File: src/rtl/fetch_pkg.sv
`default_nettype none
// ============================================================================
// Module   : fetch_pkg
// Brief    : Shared types, constants and helpers for the fetch front end.
// Revision : 1.0 - initial release
// ============================================================================
package fetch_pkg;

  typedef logic [31:0] addr_t;

  // Every instruction is one fixed-size word.
  localparam int INSN_BYTES = 4;

  // Force a fetch address onto an instruction boundary.
  function automatic addr_t align_pc(input addr_t a);
    return a & ~addr_t'(INSN_BYTES - 1);
  endfunction

endpackage
`default_nettype wire

File: src/rtl/pc_queue.sv
`default_nettype none
// ============================================================================
// Module   : pc_queue
// Brief    : Circular buffer with multi-entry write and read by count.
//            Writes and reads are prefixes of the lane vectors; the caller
//            guarantees counts never overflow or underflow the buffer.
// Revision : 1.0 - initial release
// ============================================================================
module pc_queue #(
  parameter int DEPTH = 8,
  parameter int WIDTH = 32,
  parameter int LANES = 2,
  localparam int OCC_W = $clog2(DEPTH + 1)
) (
  input  logic             clk,
  input  logic             reset,
  input  logic             flush,
  input  logic [OCC_W-1:0] wr_count,
  input  logic [WIDTH-1:0] wr_data   [0:LANES-1],
  input  logic [OCC_W-1:0] rd_count,
  output logic             rd_valid  [0:LANES-1],
  output logic [WIDTH-1:0] rd_data   [0:LANES-1],
  output logic [OCC_W-1:0] occupancy
);

  localparam int PTR_W = (DEPTH > 1) ? $clog2(DEPTH) : 1;

  logic [WIDTH-1:0] r_mem [0:DEPTH-1];
  logic [PTR_W-1:0] r_head;
  logic [PTR_W-1:0] r_tail;
  logic [OCC_W-1:0] r_occ;

  // Storage array: no reset, stale entries are masked by occupancy.
  always_ff @(posedge clk) begin
    if (!flush) begin
      for (int j = 0; j < LANES; j++) begin
        if (OCC_W'(j) < wr_count) begin
          r_mem[r_tail + PTR_W'(j)] <= wr_data[j];
        end
      end
    end
  end

  // Pointers wrap naturally; full vs empty is resolved by the occupancy count.
  always_ff @(posedge clk or negedge reset) begin
    if (!reset) begin
      r_head <= '0;
      r_tail <= '0;
      r_occ  <= '0;
    end else if (flush) begin
      r_head <= '0;
      r_tail <= '0;
      r_occ  <= '0;
    end else begin
      r_head <= r_head + PTR_W'(rd_count);
      r_tail <= r_tail + PTR_W'(wr_count);
      r_occ  <= r_occ - rd_count + wr_count;
    end
  end

  // Head-relative read lanes, zeroed when beyond the queued entries.
  generate
    for (genvar i = 0; i < LANES; i++) begin : g_lane
      logic [PTR_W-1:0] w_idx;
      logic             w_valid;
      assign w_idx       = r_head + PTR_W'(i);
      assign w_valid     = OCC_W'(i) < r_occ;
      assign rd_valid[i] = w_valid;
      assign rd_data[i]  = w_valid ? r_mem[w_idx] : '0;
    end
  endgenerate

  assign occupancy = r_occ;

endmodule
`default_nettype wire

File: src/rtl/fetch_queue_n.sv
`default_nettype none
// ============================================================================
// Module   : fetch_queue_n
// Brief    : N-wide sequential PC generator feeding a circular PC queue that
//            presents up to FETCH_WIDTH head entries to decode. A redirect
//            flushes the queue and restarts fetch at the aligned target.
// Revision : 1.0 - initial release
// ============================================================================
module fetch_queue_n
  import fetch_pkg::*;
#(
  parameter int    FETCH_WIDTH = 2,
  parameter int    DEPTH       = 8,
  parameter addr_t RESET_PC    = 32'h0000_0000,
  localparam int   CNT_W       = $clog2(FETCH_WIDTH + 1),
  localparam int   OCC_W       = $clog2(DEPTH + 1)
) (
  input  logic             clk,
  input  logic             reset,
  input  logic             fetch_enable,
  input  logic             redirect_valid,
  input  addr_t            redirect_pc,
  input  logic [CNT_W-1:0] deq_count,
  output logic             is_valid  [0:FETCH_WIDTH-1],
  output addr_t            pc        [0:FETCH_WIDTH-1],
  output logic [OCC_W-1:0] occupancy
);

  localparam logic [OCC_W-1:0] c_fw    = OCC_W'(FETCH_WIDTH);
  localparam logic [OCC_W-1:0] c_depth = OCC_W'(DEPTH);

  addr_t            r_fetch_pc;
  addr_t            w_wr_data [0:FETCH_WIDTH-1];
  logic [OCC_W-1:0] w_avail;
  logic [OCC_W-1:0] w_space;
  logic [OCC_W-1:0] w_deq_req;
  logic [OCC_W-1:0] w_d;
  logic [OCC_W-1:0] w_e;

  // Clamp dequeue to what is shown and enqueue to free space; redirect
  // suppresses both. Enqueue looks at pre-dequeue occupancy only, so no
  // path exists from deq_count to the write side.
  always_comb begin
    w_avail   = (occupancy < c_fw) ? occupancy : c_fw;
    w_space   = c_depth - occupancy;
    w_deq_req = OCC_W'(deq_count);
    w_d       = '0;
    w_e       = '0;
    if (!redirect_valid) begin
      w_d = (w_deq_req < w_avail) ? w_deq_req : w_avail;
      if (fetch_enable) begin
        w_e = (w_space < c_fw) ? w_space : c_fw;
      end
    end
  end

  // Sequential PCs for each write lane.
  generate
    for (genvar j = 0; j < FETCH_WIDTH; j++) begin : g_wr_data
      assign w_wr_data[j] = r_fetch_pc + addr_t'(INSN_BYTES * j);
    end
  endgenerate

  // Fetch address: restart at the aligned target on redirect, else advance
  // past the entries written this cycle (32-bit wrap is intentional).
  always_ff @(posedge clk or negedge reset) begin
    if (!reset) begin
      r_fetch_pc <= RESET_PC;
    end else if (redirect_valid) begin
      r_fetch_pc <= align_pc(redirect_pc);
    end else begin
      r_fetch_pc <= r_fetch_pc + addr_t'(w_e) * addr_t'(INSN_BYTES);
    end
  end

  pc_queue #(
    .DEPTH (DEPTH),
    .WIDTH ($bits(addr_t)),
    .LANES (FETCH_WIDTH)
  ) u_pc_queue (
    .clk       (clk),
    .reset     (reset),
    .flush     (redirect_valid),
    .wr_count  (w_e),
    .wr_data   (w_wr_data),
    .rd_count  (w_d),
    .rd_valid  (is_valid),
    .rd_data   (pc),
    .occupancy (occupancy)
  );

endmodule
`default_nettype wire

File: config.mk
export PLATFORM = sky130hd
export DESIGN_NAME = fetch_queue_n
export DESIGN_NICKNAME = d
export VERILOG_FILES = /design/src/rtl/fetch_pkg.sv /design/src/rtl/pc_queue.sv /design/src/rtl/fetch_queue_n.sv
export SDC_FILE = /design/constraint.sdc
export NUM_CORES = 1
export LEC_CHECK = 0
export ABC_AREA = 0
export CORE_MARGIN = 4
export CORE_UTILIZATION = 60
export DETAILED_ROUTE_END_ITERATION = 7
export PLACE_DENSITY = 0.86
export SLEW_MARGIN = 20
export SYNTH_ARGS = -nofsm -noshare
export SYNTH_HDL_FRONTEND = slang
export SYNTH_SLANG_ARGS = --single-unit
export TNS_END_PERCENT = 10
File: constraint.sdc
create_clock -name clk -period 12.9 [get_ports clk]
set_input_delay 2.58 -clock clk [delete_from_list [all_inputs] [get_ports clk]]
set_output_delay 2.58 -clock clk [all_outputs]
set_load 0.05 [all_outputs]
Word-level counts from Yosys, hierarchy flattened:

Memories as Yosys holds them, arrays and structs flattened.
Cells that the tools add are included.

* memories kept: 1
* flip-flop bits (word level): 42
* input port bits: 38
* memory bits (writable): 256
* word-level logic and storage cells: 39
* output and inout port bits: 70

Memories
* u_pc_queue.r_mem: words 8, bits a word 32, read ports 2, clocked after Yosys merged registers in 0, wr ports 2, RTL line pc_queue.sv:28 `logic [WIDTH-1:0] r_mem [0:DEPTH-1];`

* order comparisons: 7
* multiplexer cells: 18
* $add $sub $neg: 9

Operators with widths (count)
* $mux 32: 3
* $add 32x3->32 const B: 1
* $add 32x6->32: 1
* $mux 4: 7
* $lt 1x4->1 const A: 4
* $lt 4x2->1 const B: 2
* $add 3x1->3 const B: 2
* $add 3x3->3: 2
* $mux 1: 6
* $mux 3: 2
* $add 4x4->4: 1
* $lt 2x4->1: 1
* $sub 4x4->4: 1
* $sub 4x4->4 const A: 1

Depth between registers and ports, before layout:

Gate-level depths: netlist (run 1).

* depth after elaboration: 9
* depth in mapped cells: 15
* gate-level depth less buffers: 14

Modules after synthesis:

A second synthesis (run 1) with hierarchy kept.

* cell total of the unflattened synthesis: 1342
* area, all modules: 18422.7 um^2

By module, submodules not included
* pc_queue: instances 1, area an instance 15683.8 um^2, cells each 1014, sequential area each 7937.6 um^2
* fetch_queue_n: instances 1, area an instance 2738.9 um^2, cells each 328, sequential area each 750.7 um^2

Worst setup path before layout (run 1):

OpenSTA, ideal clock, no wires.

* path kind: input -> register
* start point: input port redirect_valid
* end point: memory u_pc_queue.r_mem[0][10] (enable)
* arrival: 6.230 ns
* slack: 6.169 ns
* stages on the path: 2
* path buffers: 0
* data required time: 12.399 ns
* setup time: 0.501 ns
* cells stage by stage: or3b_2 -> o41ai_1

RTL lines
* start: declaration: RTL line fetch_queue_n.sv:21 `input logic redirect_valid,`
* end: declaration: RTL line pc_queue.sv:28

==> results of run 1 <==
[Yosys cell counts, drive strengths merged, types with 2 or more instances]
cell type / count
edfxtp: 240
nand2: 218
nor2: 202
xor2: 160
mux4: 120
xnor2: 105
buf: 65
clkbuf: 59
dfrtp: 40
a21oi: 35
o21ai: 34
mux2i: 30
nand3: 25
inv: 18
nor3: 17
nand4: 16
ha: 15
nor2b: 8
or3: 8
and3: 6
fa: 6
nor4: 6
a31oi: 4
and2: 4
o31ai: 4
a21o: 3
nor3b: 3
and4: 2
conb: 2
mux2: 2
nand2b: 2
nand3b: 2
nand4b: 2
o41ai: 2
or4b: 2
[critical path, cell delays in order, from the launching register on]
cell and delay [ns]:
dfrtp_4 1.08, ha_4 0.54, buf_4 0.80, mux4_2 0.38
nand2_1 0.06, a21oi_1 0.30, clkdlybuf4s50_1 0.87
[power groups by stage]
stage	logic (mW)	clock network (mW)	registers (mW)
final	2.22	0.826	1.23
after global routing	2.34	0.866	1.24
after CTS	2.22	0.830	1.22
after detailed placement	2.21	0	1.24
after global placement	2.17	0	1.23
after floorplan	1.64	0	1.16
[per-layer routing]
layer / up-vias / global-route usage, %
met5: - / 0
met4: 0 / 13.6
met3: 194 / 7.63
met2: 904 / 49.2
met1: 6012 / 38.3
li1: 5276 / -
[metrics by stage]
stage	setup slack, ns	std cells	hold slack, ns	cell area, µm²
floorplan	6.17	1481	0.625	17400
global route	5.43	1919	0.838	19500
global placement	6.29	1867	0.746	18600
CTS	5.63	1919	0.787	19500
detailed placement	6.23	1867	0.769	18600
finish	5.71	1919	0.812	19500
[registers in the layout, summed over array words and instances (netlist names)]
signal and flops:
u_pc_queue.r_head 3, u_pc_queue.r_mem 240, u_pc_queue.r_tail 3, r_fetch_pc 30, u_pc_queue.occupancy 4
[layout make-up]
cell class              instances  area [µm²]
flip-flops and latches        280        8210
inverters                      18        67.6
clock inverters                16         169
well taps                     384         480
clock buffers                  36         761
multi-input cells            1059        8640
fillers                      1888        9100
repair buffers                126        1190
[final timing paths]
| path | endpoint | slack [ns] | depth (start not counted) |
|---|---|---|---|
| worst max-delay path | pc[29] | 5.71 | 6 |
| worst min-delay path | u_pc_queue.occupancy[0] | 0.81 | 2 |
| worst max register to register | u_pc_queue.r_mem[2][28] | 8.90 | 6 |
| worst min register to register | u_pc_queue.occupancy[0] | 0.81 | 2 |
| max in group asynchronous | u_pc_queue.r_head[0] | 9.99 | 1 |
| min in group asynchronous | r_fetch_pc[19] | 2.17 | 1 |
[logic make-up after synthesis]
group	count (synthesis)	share of synthesized area, %
muxes	152	17.4
xor gates and xnor gates	265	13.4
AOI/OAI and AO/OA	86	2.72
and+or+nand+nor	527	13.4
DFF	280	47.3
adders and majority gates	21	1.77
buffers and inverters	142	4.00
other	2	0.0432
==> impl_metrics.csv, run 1 <==
group,metric,value,unit
layout,final_common_cell,"edfxtp_1",
sta,period_share,55.7,%
detailed_routing,routed_wl,47700,µm
sta,tns,0,ns
clock_network,cts_tree,"done",
sta,timing.fmax,0.139,GHz
power,p_clk_share,19.3,%
sta,fin_skew,0.0266,ns
yosys,synth_cells,1475,
clock_network,cts_hold_buf,0,
run,max_cap_viol_count,0,
clock_network,cts_made_buffers,28,
sta,drv_slew,0,
layout,final_cell_mix,"edfxtp_1, nand2_1, nor2_1, xor2_1, mux4_2",
worst_setup_path,critical_path_arrival,4.61,ns
detailed_routing,drt-vias-per-instance,6.45,
clock_network,post_cts_resized,0,
placement,dp_hpwl,29800,µm
die,die-area,0.0317,mm²
layout,layout.nets,1572,
power,leakage,6.62,nW
worst_setup_path,worstPathRequired,10.32,ns
clock_network,root_buffer,"clkbuf_16",
detailed_routing,ant_nets,0,
yosys,synth_top_cell_area_share,41.5,%
yosys,yosys_warnings,0,
power,p_sw,1.84,mW
die,initial_core_util,60.7,%
worst_setup_path,endpoint_kind,"output pin",
yosys,ys_seq_area_share,47.3,%
yosys,ys_ff_latch,280,
layout,post-route-util,68.2,%
sta,fin_crit,7.19,ns
placement,gp_congestion,0.915,
sta,rsz0062_at_grt,"no",
detailed_routing,first_pass_iters,6,
clock_network,path_clk_slew,0.06,ns
grt,grt_pass1_wl,71900,µm
detailed_routing,wl_met1,16500,µm
power,swShare,43.0,%
power,power-per-cell-area,219,mW/mm²
detailed_routing,top_layer_used,"met4",
hold_path,holdCritPathClass,"register to register",
detailed_routing,dr_wl_met3,5800,µm
die,die_x,178,µm
hold_path,holdCritStartpoint,"u_pc_queue.occupancy[0]",
yosys,synth_top_flop_cell,"edfxtp_1",
sta,hold_viol_final,0,
grt,grt_usage,30.1,%
grt,grt.overflow.total,0,
clock_network,clkSinkCount,280,
yosys,postSynthAreaPerCell,11.8,µm²
clock_network,cts_buffer_depth,3,
yosys,synthArstFlopShare,14.3,%
sta,timing.slew.headroom,19.4,%
die,io_pins,108,
sta,setup_viol,0,
yosys,synth_cell_types,55,
detailed_routing,route.detailed.drc,0,
sta,worst_pin_slew,1.20,ns
power,p_seq_share,28.7,%
placement,portBuffers,101,
grt,grt_pass1_vias,12500,
power,ir_drop,0.000162,V
power,p_comb_share,51.9,%
layout,area_delta_synth_final,12.4,%
detailed_routing,first_iter_violations,1782,
grt,antenna_found_initial,0,
power,p_int,2.44,mW
detailed_routing,wl_met2,22800,µm
die,fp-row-count,62,
status,status,"completed",
clock_network,clock_latency,0.57,ns
worst_setup_path,critPathLaunch,"u_pc_queue.r_head[0]",
power,power.total,4.27,mW
clock_network,htreeDepth,1,
grt,grt_max_degree,72,
detailed_routing,routedWlPerCell,24.8,µm
yosys,syn_area,0.0174,mm²
yosys,synth_edf_count,240,
worst_setup_path,r2r_start,"r_fetch_pc[2]",
die,die_height,178,µm
yosys,synthTopCellsByArea,"edfxtp_1, mux4_2, xor2_1",
worst_setup_path,worst_setup_path_start_kind,"register",
yosys,yosysTopAreaCell,"edfxtp_1",
clock_network,post-cts-setup-buffers,0,
detailed_routing,vias,12400,
die,design.core.area,0.0286,mm²
worst_setup_path,critical_path.max_fanout,55,
layout,n_antenna_cell,0,
layout,drive_above_1_share,15.8,%
worst_setup_path,crit_type,"register to output pin",
No activity file was read; power rests on OpenSTA's default activity.
==> run 2, diff against run 1 <==
--- a/config.mk
+++ b/config.mk
@@ -7,9 +7,9 @@
 export LEC_CHECK = 0
 export ABC_AREA = 0
 export CORE_MARGIN = 4
-export CORE_UTILIZATION = 60
+export CORE_UTILIZATION = 55
 export DETAILED_ROUTE_END_ITERATION = 7
-export PLACE_DENSITY = 0.86
+export PLACE_DENSITY = 0.84
 export SLEW_MARGIN = 20
 export SYNTH_ARGS = -nofsm -noshare
 export SYNTH_HDL_FRONTEND = slang
==> constraint.sdc (replaced) <==
create_clock -name clk -period 6.4 [get_ports clk]
set_input_delay 1.28 -clock clk [delete_from_list [all_inputs] [get_ports clk]]
set_output_delay 1.28 -clock clk [all_outputs]
set_load 0.05 [all_outputs]
==> run 2 against run 1 <==
Clock-buffer cell count did not move. Sequential cell count did not move. Cell count rose by 0.73%. Final area fell by 0.11%. First-iteration DRC count rose by 6.1%. Worst setup slack got worse by 4.8 ns. Via count rose by 0.57%. Routed wire length rose by 1.9%. Die area rose by 8.7%. Total power rose by 100%. Highest routed layer unchanged.
==> impl_metrics.csv, run 2 (synthesis gave the netlist of run 1 again) <==
group,metric,value,unit
detailed_routing,routed_wl,48600,µm
worst_setup_path,critical_path.max_fanout,47,
sta,holdWs,0.790,ns
sta,worst_pin_slew,1.17,ns
worst_setup_path,endpoint_kind,"output pin",
sta,drv_slew,0,
detailed_routing,routedWlPerCell,25.1,µm
sta,timing.fmax,0.181,GHz
die,io_pins,108,
sta,fin_ws,0.872,ns
grt,grt_pass1_wl,74200,µm
power,power-per-cell-area,439,mW/mm²
detailed_routing,first_iter_violations,1890,
worst_setup_path,slowest_delay,0.93,ns
detailed_routing,drt-vias-per-instance,6.44,
worst_setup_path,regToRegSetupSlack,2.43,ns
sta,rsz0062_at_grt,"no",
power,p_seq_share,28.9,%
power,leakage,6.61,nW
grt,grt_max_degree,62,
grt,grt.overflow.total,0,
clock_network,cts_tree,"done",
worst_setup_path,r2r_start,"r_fetch_pc[2]",
die,design.core.area,0.0309,mm²
power,p_clk_share,18.7,%
sta,tns,0,ns
die,die-area,0.0345,mm²
layout,layout.nets,1575,
worst_setup_path,cp_top_family,"buffers and inverters",
sta,hold_viol_final,0,
detailed_routing,first_pass_iters,8,
die,fp-row-count,64,
worst_setup_path,cp_cell_sequence,"ha_4, buf_4, mux4_2, nand2_1, a21oi_1, clkdlybuf4s50_1",
placement,dp_hpwl,30400,µm
layout,seq_area,0.00821,mm²
hold_path,holdCritPathClass,"register to register",
detailed_routing,route.detailed.drc,0,
clock_network,clkSinkCount,280,
layout,multi_input_area,0.00864,mm²
worst_setup_path,crit_buf_inv,2,
layout,regMostFlops,"u_pc_queue.r_mem",
worst_setup_path,critical_path_arrival,4.25,ns
clock_network,root_buffer,"clkbuf_16",
clock_network,htreeDepth,1,
die,die_x,186,µm
worst_setup_path,crit_type,"register to output pin",
power,p_int,4.86,mW
die,initial_core_util,56.2,%
clock_network,cts_made_buffers,29,
detailed_routing,vias,12500,
worst_setup_path,critPathLaunch,"u_pc_queue.r_head[0]",
worst_setup_path,cp.depth,6,
placement,gp_congestion,0.949,
layout,fillers,2221,
worst_setup_path,crit_end,"pc[5]",
layout,largest_reg_flops,240,
sta,period_share,86.4,%
run,max_cap_viol_count,0,
sta,timing.slew.headroom,21.6,%
die,die_height,186,µm
clock_network,post_cts_resized,0,
power,ir_drop,0.000352,V
worst_setup_path,slowest_stage,"dfrtp_4",
layout,n_antenna_cell,0,
power,p_comb_share,52.4,%
detailed_routing,ant_nets,0,
sta,setup_viol,0,
power,p_sw,3.70,mW
grt,grt_pass1_vias,12900,
sta,fin_skew,0.0139,ns
layout,drive_above_1_share,15.6,%
grt,grt_usage,28.5,%
power,swShare,43.2,%
worst_setup_path,r2r_cells,6,
clock_network,clock_latency,0.55,ns
clock_network,cts_hold_buf,0,
clock_network,post-cts-setup-buffers,0,
worst_setup_path,worst_setup_path_start_kind,"register",
sta,fin_crit,5.53,ns
layout,area_delta_synth_final,12.3,%
layout,final_cell_mix,"edfxtp_1, nand2_1, nor2_1, xor2_1, mux4_2",
grt,antenna_found_initial,0,
worst_setup_path,rr_endpoint,"u_pc_queue.r_mem[1][30]",
worst_setup_path,worstPathRequired,5.12,ns
clock_network,cts_buffer_depth,3,
clock_network,path_clk_slew,0.06,ns
placement,place_ws,1.42,ns
placement,portBuffers,101,
status,status,"completed",
layout,final_common_cell,"edfxtp_1",
-- run 2: cell types whose count changed in the layout (fill, tap and decap cells not counted) --
cell	change
buf_4	+3
clkbuf_8	-3
clkinv_8	-1
buf_6	-1
clkbuf_16	+1
clkbuf_1	+2
clkinvlp_4	-2
inv_8	+1
clkinv_1	+3
bufinv_16	-1
-- run 2: area by class of cell --
| cell class | count | share of cell area [%] |
|---|---|---|
| Inverter | 18 | 0.346 |
| Sequential cell | 280 | 42.1 |
| Multi-Input combinational cell | 1059 | 44.3 |
| Tap cell | 396 | 2.54 |
| Clock buffer | 36 | 3.86 |
| Timing Repair Buffer | 128 | 6.17 |
| Clock inverter | 16 | 0.667 |
-- run 2: worst min-delay path: cells and delay by family, from the launching register on --
family                   cells  cell delay [ns]
AND/OR/NAND/NOR              1             0.11
flip-flops                   1             0.47
adder cells (fa/ha/maj)      1             0.17
-- run 2: worst min-delay path by stage --
stage                                 start                      end  slack [ns]  cells after the start
floorplan                     r_fetch_pc[2]            r_fetch_pc[2]        0.63                      2
global placement       u_pc_queue.r_tail[0]     u_pc_queue.r_tail[0]        0.76                      2
detailed placement  u_pc_queue.occupancy[0]  u_pc_queue.occupancy[0]        0.77                      2
CTS                 u_pc_queue.occupancy[0]  u_pc_queue.occupancy[0]        0.79                      2
global route        u_pc_queue.occupancy[0]  u_pc_queue.occupancy[0]        0.83                      2
finish              u_pc_queue.occupancy[0]  u_pc_queue.occupancy[0]        0.79                      2
-- run 2: metal layers --
layer  share of wire, %  track usage, %  up-vias
li1                   -               -     5288
met1                 34            36.7     6041
met2                 48            46.5      926
met3                 12            5.41      201
met4                5.6            14.5        0
met5                  0               0        -
-- run 2: metrics by stage --
| stage | total power [mW] | util (%) | area (µm²) | cells |
|---|---|---|---|---|
| global placement | 6.88 | 60.2 | 18600 | 1881 |
| floorplan | 5.65 | - | 17400 | 1481 |
| CTS | 8.56 | 63.1 | 19500 | 1933 |
| detailed placement | 6.96 | 60.2 | 18600 | 1881 |
| global route | 8.92 | 63.1 | 19500 | 1933 |
| finish | 8.57 | 63.1 | 19500 | 1933 |
-- run 2: power by group through the flow --
stage	combinational [mW]	clock, mW	sequential, mW
final	4.49	1.61	2.47
after global routing	4.75	1.69	2.49
after CTS	4.50	1.60	2.46
after detailed placement	4.47	0	2.49
after global placement	4.41	0	2.47
after floorplan	3.31	0	2.34
==> run 3, diff against run 2 <==
--- a/config.mk
+++ b/config.mk
@@ -10,6 +10,7 @@
 export CORE_UTILIZATION = 55
 export DETAILED_ROUTE_END_ITERATION = 7
 export PLACE_DENSITY = 0.84
+export REMOVE_ABC_BUFFERS = 1
 export SLEW_MARGIN = 20
 export SYNTH_ARGS = -nofsm -noshare
 export SYNTH_HDL_FRONTEND = slang
==> run 3 against run 2 <==
Sequential share of layout area down 0.12 points. Routed wire length rose by 0.20%. Maximum frequency rose by 2.4%. Global-route usage decreased by 0.29 points. Final area rose by 0.30%. First-iteration DRC count rose by 8.3%. Largest power group unchanged. Combinational power barely moved. Register-to-register slack got worse by 0.07 ns. Critical endpoint is now pc[30]. Clock skew grew 0.0037 ns. Sequential power about the same. Largest cell class unchanged.
==> impl_metrics.csv, run 3 (synthesis gave the netlist of run 1 again) <==
group,metric,value,unit
status,status,"completed",
die,fp-row-count,64,
clock_network,cts_made_buffers,29,
die,die-area,0.0345,mm²
detailed_routing,routed_wl,48700,µm
layout,final_common_cell,"edfxtp_1",
layout,layout.cells.non_filler,1935,
layout,layout.nets,1578,
sta,fin_crit,5.40,ns
detailed_routing,drt-vias-per-instance,6.38,
worst_setup_path,crit_type,"register to output pin",
detailed_routing,route.detailed.drc,0,
layout,drive_above_1_share,15.9,%
layout,regMostFlops,"u_pc_queue.r_mem",
layout,design_area,0.0196,mm²
clock_network,cts_tree,"done",
grt,gr-usage-met3,6.00,%
detailed_routing,first_pass_iters,6,
die,die_height,186,µm
worst_setup_path,endpoint_kind,"output pin",
power,p_sw,3.71,mW
clock_network,cts_buffer_depth,3,
clock_network,post_cts_resized,0,
clock_network,cts_hold_buf,0,
grt,antenna_found_initial,0,
sta,fin_skew,0.0176,ns
clock_network,clock_latency,0.55,ns
sta,drv_slew,0,
worst_setup_path,r2r_cells,13,
detailed_routing,vias,12300,
die,io_pins,108,
sta,rsz0062_at_grt,"no",
grt,grt_pass1_wl,73100,µm
grt,grt_most_used_layer,"met2",
run,max_cap_viol_count,0,
sta,timing.fmax,0.185,GHz
worst_setup_path,slowest_delay,0.91,ns
worst_setup_path,critical_path_arrival,4.12,ns
worst_setup_path,cp_cell_sequence,"buf_4, xnor2_2, buf_4, nand2_1, a21oi_1, clkdlybuf4s50_1",
worst_setup_path,worst_setup_path_start_kind,"register",
power,p_clk_share,19.5,%
clock_network,htreeDepth,1,
grt,met2_usage,46.6,%
power,power-per-cell-area,442,mW/mm²
placement,dp_hpwl,29700,µm
sta,worst_pin_slew,1.13,ns
worst_setup_path,crit_path_frequent_cell,"buf_4",
clock_network,post-cts-setup-buffers,0,
sta,timing.slew.headroom,24.6,%
die,initial_core_util,56.2,%
power,swShare,42.9,%
grt,grt_pass1_vias,12600,
grt,globalRouteMet1Util,36.7,%
placement,gp_congestion,0.867,
worst_setup_path,slowest_stage,"clkdlybuf4s50_1",
layout,final_cell_mix,"edfxtp_1, nand2_1, nor2_1, xor2_1, mux4_2",
placement,dpl.cell_count,1884,
worst_setup_path,rr_endpoint,"u_pc_queue.occupancy[3]",
placement,portBuffers,101,
clock_network,clkSinkCount,280,
die,design.core.area,0.0309,mm²
layout,largest_reg_flops,240,
detailed_routing,first_iter_violations,2046,
detailed_routing,ant_nets,0,
die,die_x,186,µm
layout,area_delta_synth_final,12.6,%
sta,period_share,84.4,%
sta,setup_viol,0,
worst_setup_path,r2r_start,"u_pc_queue.occupancy[3]",
clock_network,path_clk_slew,0.06,ns
clock_network,root_buffer,"clkbuf_16",
power,p_seq_share,28.4,%
placement,detailed_place.area,0.0186,mm²
layout,n_antenna_cell,0,
power,p_int,4.93,mW
hold_path,holdCritPathClass,"input pin to async pin",
power,leakage,6.66,nW
grt,grt_usage,28.2,%
worst_setup_path,critical_path.max_fanout,28,
layout,post-route-util,63.3,%
sta,hold_viol_final,0,
grt,grt.overflow.total,0,
power,p_comb_share,52.2,%
worst_setup_path,regToRegSetupSlack,2.36,ns
grt,grt_max_degree,62,
detailed_routing,routedWlPerCell,25.2,µm
power,ir_drop,0.000401,V
worst_setup_path,worstPathRequired,5.12,ns
## run 3: how the worst max path moves through the flow
stage,from,end,slack [ns],depth (start not counted)
2_1_floorplan,u_pc_queue.r_head[0],pc[10],-2.42,4
5_1_grt,u_pc_queue.r_head[0],pc[4],0.94,6
6_report,u_pc_queue.r_head[2],pc[30],1.0,6
3_5_place_dp,u_pc_queue.r_head[0],pc[4],1.69,6
3_3_place_gp,u_pc_queue.r_head[0],pc[4],1.72,6
4_1_cts,u_pc_queue.r_head[0],pc[4],1.10,6
## run 3: routing by layer
metal	wire, µm	share of wire [%]	up-vias
met5	0	0	-
met4	2120	4.3	0
met3	6000	12	168
met2	23600	48	881
met1	17000	35	6004
li1	-	-	5291
## run 3: final cells by class
class	count	area [µm²]
Fill cell	2254	11400
Clock buffer	37	776
Timing Repair Buffer	131	1230
Multi-Input combinational cell	1059	8630
Sequential cell	280	8210
Inverter	18	67.6
Tap cell	396	495
Clock inverter	14	148
## run 3: power by group through the flow
stage / Combinational (mW) / Sequential (mW) / Clock [mW]
2_1_floorplan: 3.10 / 2.56 / 0
5_1_grt: 4.76 / 2.48 / 1.76
4_1_cts: 4.51 / 2.45 / 1.68
3_5_place_dp: 4.48 / 2.48 / 0
3_3_place_gp: 4.41 / 2.46 / 0
6_report: 4.51 / 2.45 / 1.68
## run 3: worst max-delay path, delay by kind of cell, from the launching register on
family | cells | cell delay [ns]
flops | 1 | 0.53
buf+inv | 3 | 1.73
compound gates | 1 | 0.37
simple gates | 1 | 0.09
xor+xnor | 1 | 0.84
## run 3: through the flow
step           total power [mW]  worst slack (ns)  setup TNS [ns]  hold WS [ns]
3_3_place_gp               6.88              1.72               0         0.723
2_1_floorplan              5.66             -2.42          -72.59         0.645
4_1_cts                    8.64              1.10               0         0.831
6_report                   8.64              1.00               0         0.734
3_5_place_dp               6.96              1.69               0         0.797
5_1_grt                    8.99             0.936               0         0.767
